File: config.mk
export PLATFORM = sky130hd
export DESIGN_NAME = fetch_ctrl_flat
export DESIGN_NICKNAME = d
export VERILOG_FILES = /design/src/rtl/riscv_pkg.sv /design/src/rtl/fetch_ctrl_if.sv /design/src/rtl/fetch_buf.sv /design/src/rtl/fetch_ctrl.sv /design/src/flat_wrapper.sv
export SDC_FILE = /design/constraint.sdc
export NUM_CORES = 1
export LEC_CHECK = 0
export BUFFER_PORTS_ARGS = -buffer_cell sky130_fd_sc_hd__buf_4
export CAP_MARGIN = 15
export CORE_ASPECT_RATIO = 0.7
export CORE_MARGIN = 8
export CORE_UTILIZATION = 47
export CTS_CLUSTER_SIZE = 12
export DETAILED_ROUTE_END_ITERATION = 12
export MAX_ROUTING_LAYER = met4
export PLACE_DENSITY = 0.85
export SLEW_MARGIN = 0
export SYNTH_ARGS = -nofsm -noshare
export SYNTH_HDL_FRONTEND = slang
export SYNTH_SLANG_ARGS = --single-unit
File: constraint.sdc
create_clock -name clk -period 2.75 [get_ports clk]
set_clock_uncertainty 0.2 [all_clocks]
set_input_delay 0.55 -clock clk [delete_from_list [all_inputs] [get_ports clk]]
set_output_delay 0.55 -clock clk [all_outputs]
set_load 0.1 [all_outputs]
File: src/rtl/riscv_pkg.sv
// Shared fetch-side definitions: datapath width, fetch FSM encoding, address helper.
// No logic of its own; used by the fetch controller, its buffer and the interface.
// Not applicable: the package has no handshakes.
package riscv_pkg;

  localparam int XLEN = 32;

  // Fetch FSM states; at most one memory request is outstanding at any time.
  typedef enum logic [2:0] {
    IDLE = 3'd0,
    REQ  = 3'd1,
    WAIT = 3'd2,
    OUT  = 3'd3,
    DROP = 3'd4
  } fetch_state_e;

  // Instruction addresses are word aligned; the low two bits of a target are cleared.
  function automatic logic [XLEN-1:0] align_word(input logic [XLEN-1:0] addr);
    return addr & ~XLEN'(3);
  endfunction

endpackage

File: src/rtl/fetch_ctrl_if.sv
// Handshake bundle between the fetch controller, instruction memory and decode.
// Pure wiring, no latency.
// imem side uses req/ready + rvalid; decode side uses valid/ready.
interface fetch_ctrl_if;
  import riscv_pkg::*;

  logic            imem_req;
  logic [XLEN-1:0] imem_addr;
  logic            imem_ready;
  logic            imem_rvalid;
  logic [XLEN-1:0] imem_rdata;

  logic            if_valid;
  logic            if_ready;
  logic [XLEN-1:0] if_instr;
  logic [XLEN-1:0] if_pc;

  // Fetch controller side.
  modport master (
    output imem_req, imem_addr,
    input  imem_ready, imem_rvalid, imem_rdata,
    output if_valid, if_instr, if_pc,
    input  if_ready
  );

  // Memory / decode side.
  modport slave (
    input  imem_req, imem_addr,
    output imem_ready, imem_rvalid, imem_rdata,
    input  if_valid, if_instr, if_pc,
    output if_ready
  );

endinterface

File: src/rtl/fetch_buf.sv
// Single-entry instruction buffer holding the fetched word, its address and a valid flag.
// Load is visible one cycle after the load strobe; flush clears valid in one cycle.
// No backpressure of its own: the controller decides when to load and when to flush.
module fetch_buf
  import riscv_pkg::*;
(
  input  logic            clk,
  input  logic            rst_n,
  input  logic            load,
  input  logic            flush,
  input  logic [XLEN-1:0] instr_in,
  input  logic [XLEN-1:0] pc_in,
  output logic            valid,
  output logic [XLEN-1:0] instr,
  output logic [XLEN-1:0] pc
);

  // Flush wins over load; contents are kept on flush, only valid drops.
  always_ff @(posedge clk or negedge rst_n) begin
    if (!rst_n) begin
      valid <= 1'b0;
      instr <= '0;
      pc    <= '0;
    end else if (flush) begin
      valid <= 1'b0;
    end else if (load) begin
      valid <= 1'b1;
      instr <= instr_in;
      pc    <= pc_in;
    end
  end

endmodule

File: src/rtl/fetch_ctrl.sv
// Instruction fetch controller driving an external pc register, imem and decode.
// Request -> response -> decode handoff; one request outstanding, response buffered one entry.
// Stalls on imem_ready low and on if_ready low; redirects mask req/valid in their cycle.
module fetch_ctrl
  import riscv_pkg::*;
#(
  parameter logic [XLEN-1:0] RST_PC_ADDRESS = 32'h0
) (
  input  logic            clk,
  input  logic            rst_n,
  input  logic [XLEN-1:0] pc_cur,
  output logic            pc_j,
  output logic [XLEN-1:0] pc_jump,
  fetch_ctrl_if.master    bus,
  input  logic            redirect_valid,
  input  logic [XLEN-1:0] redirect_pc,
  input  logic            trap_valid,
  input  logic [XLEN-1:0] trap_pc,
  output logic [XLEN-1:0] if_count
);

  fetch_state_e    state, state_nxt;
  logic            redir;
  logic [XLEN-1:0] target;
  logic            req_c;
  logic            accept;
  logic            buf_load;
  logic            buf_flush;
  logic            buf_valid;
  logic            deliver;
  logic [XLEN-1:0] issue_addr;

  // The pc register owns the reset address; referenced only to keep it on this interface.
  logic unused_rst_pc;
  assign unused_rst_pc = ^RST_PC_ADDRESS;

  // Redirect detection: trap beats branch, target always word aligned.
  always_comb begin
    redir  = trap_valid | redirect_valid;
    target = align_word(trap_valid ? trap_pc : redirect_pc);
  end

  // State register; reset lands in IDLE immediately, even mid-transaction.
  always_ff @(posedge clk or negedge rst_n) begin
    if (!rst_n) state <= IDLE;
    else        state <= state_nxt;
  end

  // Next state and outputs; the pc register advances by default, so "hold" reloads pc_cur.
  always_comb begin
    state_nxt = state;
    pc_j      = 1'b1;
    pc_jump   = pc_cur;
    req_c     = 1'b0;
    accept    = 1'b0;
    buf_load  = 1'b0;
    buf_flush = 1'b0;
    deliver   = 1'b0;
    unique case (state)
      IDLE: begin
        // Redirects are ignored here: pc is still coming out of reset.
        state_nxt = REQ;
      end
      REQ: begin
        if (redir) begin
          pc_jump   = target;
          state_nxt = REQ;
        end else begin
          req_c = 1'b1;
          if (bus.imem_ready) begin
            pc_j      = 1'b0;
            accept    = 1'b1;
            state_nxt = WAIT;
          end
        end
      end
      WAIT: begin
        if (redir) begin
          pc_jump   = target;
          // A response arriving with the redirect is discarded on the spot.
          state_nxt = bus.imem_rvalid ? REQ : DROP;
        end else if (bus.imem_rvalid) begin
          buf_load  = 1'b1;
          state_nxt = OUT;
        end
      end
      OUT: begin
        if (redir) begin
          pc_jump   = target;
          buf_flush = 1'b1;
          state_nxt = REQ;
        end else if (bus.if_ready) begin
          deliver   = 1'b1;
          buf_flush = 1'b1;
          state_nxt = REQ;
        end
      end
      DROP: begin
        if (redir) begin
          pc_jump = target;
          // If the stale response lands in the same cycle nothing is left to wait for.
          if (bus.imem_rvalid) state_nxt = REQ;
        end else if (bus.imem_rvalid) begin
          state_nxt = REQ;
        end
      end
      default: state_nxt = IDLE;
    endcase
  end

  // Remember the address of the accepted request; pc_cur has moved on by response time.
  always_ff @(posedge clk or negedge rst_n) begin
    if (!rst_n)      issue_addr <= '0;
    else if (accept) issue_addr <= pc_cur;
  end

  // Delivered-instruction counter, wraps naturally.
  always_ff @(posedge clk or negedge rst_n) begin
    if (!rst_n)       if_count <= '0;
    else if (deliver) if_count <= if_count + 32'd1;
  end

  fetch_buf u_buf (
    .clk      (clk),
    .rst_n    (rst_n),
    .load     (buf_load),
    .flush    (buf_flush),
    .instr_in (bus.imem_rdata),
    .pc_in    (issue_addr),
    .valid    (buf_valid),
    .instr    (bus.if_instr),
    .pc       (bus.if_pc)
  );

  assign bus.imem_req  = req_c;
  assign bus.imem_addr = pc_cur;
  assign bus.if_valid  = buf_valid & ~redir;

endmodule

File: src/flat_wrapper.sv
// flat-port wrapper written by rule: the top's interface ports become plain ports
module fetch_ctrl_flat import riscv_pkg::*;
#(
  parameter logic [XLEN-1:0] RST_PC_ADDRESS = 32'h0
)
  (clk, rst_n, pc_cur, pc_j, pc_jump, redirect_valid, redirect_pc, trap_valid, trap_pc, if_count, bus_imem_req, bus_imem_addr, bus_imem_ready, bus_imem_rvalid, bus_imem_rdata, bus_if_valid, bus_if_instr, bus_if_pc, bus_if_ready);
  fetch_ctrl_if bus_i ();
  input  logic clk;
  input  logic rst_n;
  input  logic [XLEN-1:0] pc_cur;
  output logic pc_j;
  output logic [XLEN-1:0] pc_jump;
  input  logic redirect_valid;
  input  logic [XLEN-1:0] redirect_pc;
  input  logic trap_valid;
  input  logic [XLEN-1:0] trap_pc;
  output logic [XLEN-1:0] if_count;
  output wire logic [$bits(bus_i.imem_req)-1:0] bus_imem_req;
  output wire logic [$bits(bus_i.imem_addr)-1:0] bus_imem_addr;
  input wire logic [$bits(bus_i.imem_ready)-1:0] bus_imem_ready;
  input wire logic [$bits(bus_i.imem_rvalid)-1:0] bus_imem_rvalid;
  input wire logic [$bits(bus_i.imem_rdata)-1:0] bus_imem_rdata;
  output wire logic [$bits(bus_i.if_valid)-1:0] bus_if_valid;
  output wire logic [$bits(bus_i.if_instr)-1:0] bus_if_instr;
  output wire logic [$bits(bus_i.if_pc)-1:0] bus_if_pc;
  input wire logic [$bits(bus_i.if_ready)-1:0] bus_if_ready;
  assign bus_imem_req = bus_i.imem_req;
  assign bus_imem_addr = bus_i.imem_addr;
  assign bus_i.imem_ready = bus_imem_ready;
  assign bus_i.imem_rvalid = bus_imem_rvalid;
  assign bus_i.imem_rdata = bus_imem_rdata;
  assign bus_if_valid = bus_i.if_valid;
  assign bus_if_instr = bus_i.if_instr;
  assign bus_if_pc = bus_i.if_pc;
  assign bus_i.if_ready = bus_if_ready;
  fetch_ctrl #(.RST_PC_ADDRESS(RST_PC_ADDRESS)) u_core (.clk(clk), .rst_n(rst_n), .pc_cur(pc_cur), .pc_j(pc_j), .pc_jump(pc_jump), .bus(bus_i), .redirect_valid(redirect_valid), .redirect_pc(redirect_pc), .trap_valid(trap_valid), .trap_pc(trap_pc), .if_count(if_count));
endmodule
==> out/metrics.yaml, run 1 <==
sta:
  worstMarginPinSlew_ns: 0.708
  fmax_mhz: 354
  fin_ws_ns: -0.0771
  slew_violations: 0
  slew_headroom_pct: 52.8
  hold_violations: 0
  fin_crit_ns: 2.83
  rsz0062_at_grt: "true"
  min_period_over_period_pct: 103
  hold_ws_ns: 0.0421
  setup_viol: 18
routing:
  routed_via_density: 5.39
  drtIter0Drc: 236
  detail_route.wl_per_cell_um: 21.7
  antenna_left: 0
  routed-via-count: 5276
  first_pass_iters: 4
  drcViolationCount: 0
  wl_um: 21300
worst_setup_path:
  r2r_end: "u_core.if_count[26]"
  worst_ep_arrival_time_ns: 2.08
  r2r-start: "u_core.state[0]"
  startpoint_type: "register"
  cp_max_fo: 15
  worstSetupEndpointType: "output port"
  worstSetupPathType: "register to output port"
  r2r_setup_slack_ns: 0.24
  worstRegToRegCells: 6
  cp_data_required_time_ns: 2.00
cells_and_area:
  drive_above_1_share_pct: 63.6
  stdcell_count: 979
  layout_common_cells: "290 x buf_4, 126 x dfrtp_1, 96 x mux2_2"
  synthToLayoutAreaGrowth_pct: 63.0
  nets: 937
  finalInstanceArea_um2: 10100
  post-route-util_pct: 77.5
  fill_cells: 739
  register_area_um2: 3310
  multiInputGateArea_um2: 2920
  final_common_cell: "buf_4"
  antenna_cells: 0
yosys:
  synth_area_um2: 6180
  synth_warnings: 0
  syn_inst: 511
  synth.distinct_cells: 35
  ys_ff_latch: 132
  synth_async_sr_flop_share_pct: 100
  synth-edff-count: 0
  syn_avg_cell_area_um2: 12.1
  synth_flop_cell: "dfrtp_1"
  syn_nets: 647
  ys_seq_area_share_pct: 53.4
flow_run:
  max_cap_violations: 0
clock_tree:
  numCtsBuffers: 17
  htreeDepth: 4
  clkLatencyLatePin_ns: 0.41
  clockBufferDepth: 2
  hold_buffers: 0
  path_clk_slew_ns: 0.06
  clock_sinks: 132
  clock-root-buffer: "clkbuf_16"
  cts_tree: "done"
run_status:
  violations: "setup timing"
  status: "finished, violations left"
global_routing:
  grt_max_degree: 133
  antenna_found_initial: 0
  grt_pass1_vias: 5942
  grt_pass1_wl_um: 33000
  overflow: 0
  groute.usage.overall_pct: 25.1
min_path:
  min_path_type: "primary input to asynchronous set/reset pin"
pwr:
  peakVddDrop_uv: 540
  p_leak_nw: 5.04
  totalPowerFinal_mw: 7.03
  cellPowerDensity_nw_per_um2: 698
placement:
  place_area_um2: 8930
  dp.cells: 940
  gp_congestion: 0.874
  hpwl_um: 14500
  io_buffer_count: 293
die:
  dieWidth_um: 153
  start_util_pct: 47.5
  io-pin-count: 298
  die_area_um2: 17100
  rows: 35
  core_um2: 13000
  die_h_um: 112
[cell usage after synthesis, types with 4 or more instances]
| cell type | n | share of area, % |
|---|---|---|
| dfrtp_1 | 132 | 53 |
| mux2_2 | 97 | 18 |
| nor2_1 | 44 | 2.7 |
| buf_4 | 33 | 4.0 |
| a21oi_1 | 32 | 2.6 |
| mux2i_1 | 31 | 5.0 |
| clkbuf_1 | 16 | 0.97 |
| xor2_1 | 16 | 2.3 |
| xnor2_1 | 15 | 2.1 |
| nand2_1 | 13 | 0.79 |
| nand4_1 | 12 | 1.2 |
| nand3_1 | 11 | 0.89 |
| inv_1 | 8 | 0.49 |
| nor3_1 | 8 | 0.65 |
| buf_2 | 5 | 0.40 |
| nor4_1 | 4 | 0.40 |
[cells by family (layout without fill, tap and decap cells)]
family,after synthesis,count (layout),share of synthesized area (%)
AOI/OAI and AO/OA,40,40,3.42
xor gates and xnor gates,31,31,4.39
adders and majority gates,1,1,0.202
buffers and inverters,66,368,6.23
DFF,132,132,53.4
muxes,128,128,22.7
and+or+nand+nor,113,113,9.63
[worst max path at each step]
stage                         start                   to  slack [ns]  depth (start not counted)
finish              u_core.state[1]          pc_jump[11]       -0.08                          7
global route        u_core.state[1]          pc_jump[11]       -0.12                          7
CTS                 u_core.state[1]           pc_jump[3]       -0.06                          7
detailed placement       trap_valid  u_core.if_count[30]        0.03                          6
global placement         trap_valid         bus_imem_req        0.09                          5
floorplan                trap_valid           pc_jump[0]       -0.40                          4
[cell type report]
type / instances / share of cell area, %
timing repair buffer: 329 / 29.1
multi-input combinational: 313 / 29.0
inverter: 8 / 0.298
tap: 166 / 2.06
clock inverter: 12 / 2.27
clock buffer: 19 / 4.39
sequential: 132 / 32.8
[metrics by stage]
step | setup TNS (ns) | setup slack, ns
after floorplan | -3.46 | -0.396
after global placement | 0 | 0.0872
after detailed placement | 0 | 0.0348
after CTS | -0.713 | -0.0649
after global routing | -2.11 | -0.122
final | -0.761 | -0.0771
[repair_timing]
item                                    CTS  global route
pin swaps                                 1             0
endpoints found under the setup margin   31            34
setup buffers                             5             3
gates resized for setup                  92            13
[worst max-delay path, stage by stage (launching register included)]
cell     delay, ns
dfrtp_2       0.46
o21a_1        0.23
nor3_4        0.15
buf_12        0.19
buf_12        0.18
nor2_1        0.10
a21oi_4       0.15
buf_12        0.19
[flip-flops by register name, summed over array words and instances (netlist names)]
register,count
u_core.u_buf.instr,32
u_core.u_buf.valid,1
u_core.state,3
u_core.if_count,32
u_core.u_buf.pc,32
u_core.issue_addr,32
[layer usage]
| metal | vias to the layer above | routed length (µm) | global-route usage (%) |
|---|---|---|---|
| li1 | 2330 | - | - |
| met3 | 53 | 1550 | 8.13 |
| met4 | 0 | 604 | 10.6 |
| met5 | - | 0 | - |
| met2 | 251 | 11200 | 43.0 |
| met1 | 2642 | 7860 | 26.5 |
[where the power goes]
part / internal, mW / total (mW) / leakage [nW] / switching, mW
logic: 0.720 / 2.22 / 2.97 / 1.50
registers: 2.12 / 2.23 / 1.75 / 0.111
clock network: 1.72 / 2.58 / 0.315 / 0.855
total: 4.57 / 7.03 / 5.04 / 2.46
No activity file was read; power rests on OpenSTA's default activity.
==> inputs of run 2 (changes only) <==
- clock period: 2.75 -> 3.1 ns (I/O delays scaled with it)
==> out/metrics.yaml, run 2 (synthesis gave the netlist of run 1 again) <==
die:
  rows: 35  # unchanged
  core_um2: 13000  # unchanged
  die_area_um2: 17100  # unchanged
  dieWidth_um: 153  # unchanged
  io-pin-count: 298  # unchanged
  start_util_pct: 47.5  # unchanged
  die_h_um: 112  # unchanged
min_path:
  min_path_type: "primary input to asynchronous set/reset pin"  # unchanged
global_routing:
  overflow: 0  # unchanged
  grt_max_degree: 133  # unchanged
  antenna_found_initial: 0  # unchanged
  grt_pass1_wl_um: 29300  # was 33,000 µm
  groute.usage.overall_pct: 21.9  # was 25.1%
  grt_pass1_vias: 5651  # was 5,942
routing:
  dr_wl_met2_um: 9810  # was 11,200 µm
  drcViolationCount: 0  # unchanged
  drtIter0Drc: 217  # was 236
  first_pass_iters: 4  # unchanged
  detail_route.wl_per_cell_um: 19.7  # was 21.7 µm
  routed-via-count: 5000  # was 5,276
  routed_via_density: 5.23  # was 5.39
  highest_layer: "met4"  # unchanged
  met1Wirelength_um: 7540  # was 7860 µm
  routed-wl-met3_um: 1260  # was 1550 µm
  wl_um: 18800  # was 21,300 µm
  antenna_left: 0  # unchanged
clock_tree:
  htreeDepth: 4  # unchanged
  numCtsBuffers: 17  # unchanged
  clock-root-buffer: "clkbuf_16"  # unchanged
  clockBufferDepth: 2  # unchanged
  path_clk_slew_ns: 0.06  # about the same
  clkLatencyLatePin_ns: 0.41  # about the same
  hold_buffers: 0  # unchanged
  cts_tree: "done"  # unchanged
  clock_sinks: 132  # unchanged
cells_and_area:
  layout_common_cells: "289 x buf_4, 130 x dfrtp_1, 97 x mux2_2"  # was 290 x buf_4, 126 x dfrtp_1, 96 x mux2_2
  nets: 913  # was 937
  multiInputGateArea_um2: 2730  # was 2920 µm²
  final_common_cell: "buf_4"  # unchanged
  synthToLayoutAreaGrowth_pct: 49.1  # was 63.0%
  post-route-util_pct: 70.9  # was 77.5%
  antenna_cells: 0  # unchanged
  register_area_um2: 3310  # about the same
  drive_above_1_share_pct: 60.3  # was 63.6%
  fill_cells: 925  # was 739
pwr:
  peakVddDrop_uv: 414  # was 540 µV
  p_leak_nw: 4.70  # was 5.04 nW
  cellPowerDensity_nw_per_um2: 602  # was 698 nW/µm²
sta:
  fmax_mhz: 332
  slew_violations: 0  # unchanged
  setup_viol: 0  # was 18
  min_period_over_period_pct: 97.1
  worstMarginPinSlew_ns: 0.895  # was 0.708 ns
  slew_headroom_pct: 39.9  # was 52.8%
  fin_crit_ns: 3.01
  rsz0062_at_grt: "false"  # was true
  hold_ws_ns: 0.0496  # was 0.0421 ns
  hold_violations: 0  # unchanged
run_status:
  status: "completed"  # was finished, violations left
flow_run:
  max_cap_violations: 0  # unchanged
worst_setup_path:
  cp_max_fo: 29  # was 15
  worstRegToRegCells: 4  # was 6
  cp_data_required_time_ns: 2.28  # was 2.00 ns
  worst_ep_arrival_time_ns: 2.19  # was 2.08 ns
  worstSetupEndpointType: "output port"  # unchanged
  startpoint_type: "register"  # unchanged
  worstSetupPathType: "register to output port"  # unchanged
placement:
  io_buffer_count: 293  # unchanged
  hpwl_um: 13800  # was 14,500 µm
  gp_congestion: 0.864  # was 0.874
## run 2: cell types whose count changed in the layout (fill, tap and decap cells not counted), sizes merged
cell | previous run | this run
clkinv | 3 | 4
bufinv | 6 | 0
inv | 8 | 12
clkbuf | 19 | 20
clkinvlp | 3 | 5
buf | 329 | 304
## run 2: final cells by class
| cell class | count | area share [%] |
|---|---|---|
| inverters | 8 | 0.326 |
| repair buffers | 305 | 26.0 |
| well taps | 166 | 2.25 |
| clock buffers | 19 | 4.81 |
| clock inverters | 13 | 1.09 |
| flip-flops and latches | 132 | 35.9 |
| multi-input cells | 313 | 29.6 |
## run 2: final timing paths
path | start | endpoint | slack, ns
setup / recovery | u_core.state[1] | pc_jump[27] | 0.09
hold / removal | rst_n | u_core.if_count[18] | 0.05
setup reg to reg | u_core.state[2] | u_core.if_count[16] | 0.53
hold reg to reg | u_core.if_count[31] | u_core.if_count[31] | 0.29
max in group asynchronous | rst_n | u_core.u_buf.instr[20] | 2.03
min in group clk | bus_imem_rvalid | u_core.state[2] | 0.21
## run 2: what timing repair did
action / CTS / global route
gates resized for setup: 6 / 12
cloned: 0 / 1
buffers inserted: 0 / 0
pin swaps: 0 / 0
endpoints found under the setup margin: 6 / 30
## run 2: metal layers
| metal | GRT usage [%] | vias to the layer above |
|---|---|---|
| li1 | - | 2284 |
| met4 | 5.78 | 0 |
| met1 | 23.9 | 2507 |
| met5 | - | - |
| met3 | 7.04 | 18 |
| met2 | 38.1 | 191 |
## run 2: power breakdown
| group | total [mW] | internal (mW) | switching, mW |
|---|---|---|---|
| clock | 1.83 | 1.05 | 0.782 |
| sequential | 1.98 | 1.88 | 0.0940 |
| combinational | 1.74 | 0.482 | 1.26 |
## run 2: metrics by stage
stage | power [mW] | setup WS [ns] | cell area, µm² | instances | setup TNS [ns]
floorplan | 3.27 | -0.229 | 6430 | 511 | -4.54
global placement | 3.68 | 0.276 | 8600 | 923 | 0
detailed placement | 3.72 | 0.235 | 8600 | 923 | 0
CTS | 5.57 | 0.000933 | 9160 | 955 | 0
global route | 5.74 | 0.00599 | 9220 | 956 | 0
finish | 5.55 | 0.0896 | 9220 | 956 | 0
## run 2: critical path, cell delays in order, from the launching register on
cell     delay (ns)
dfrtp_2        0.49
nor3_1         0.35
nor3_4         0.11
buf_12         0.21
buf_4          0.18
a21oi_2        0.12
buf_4          0.30
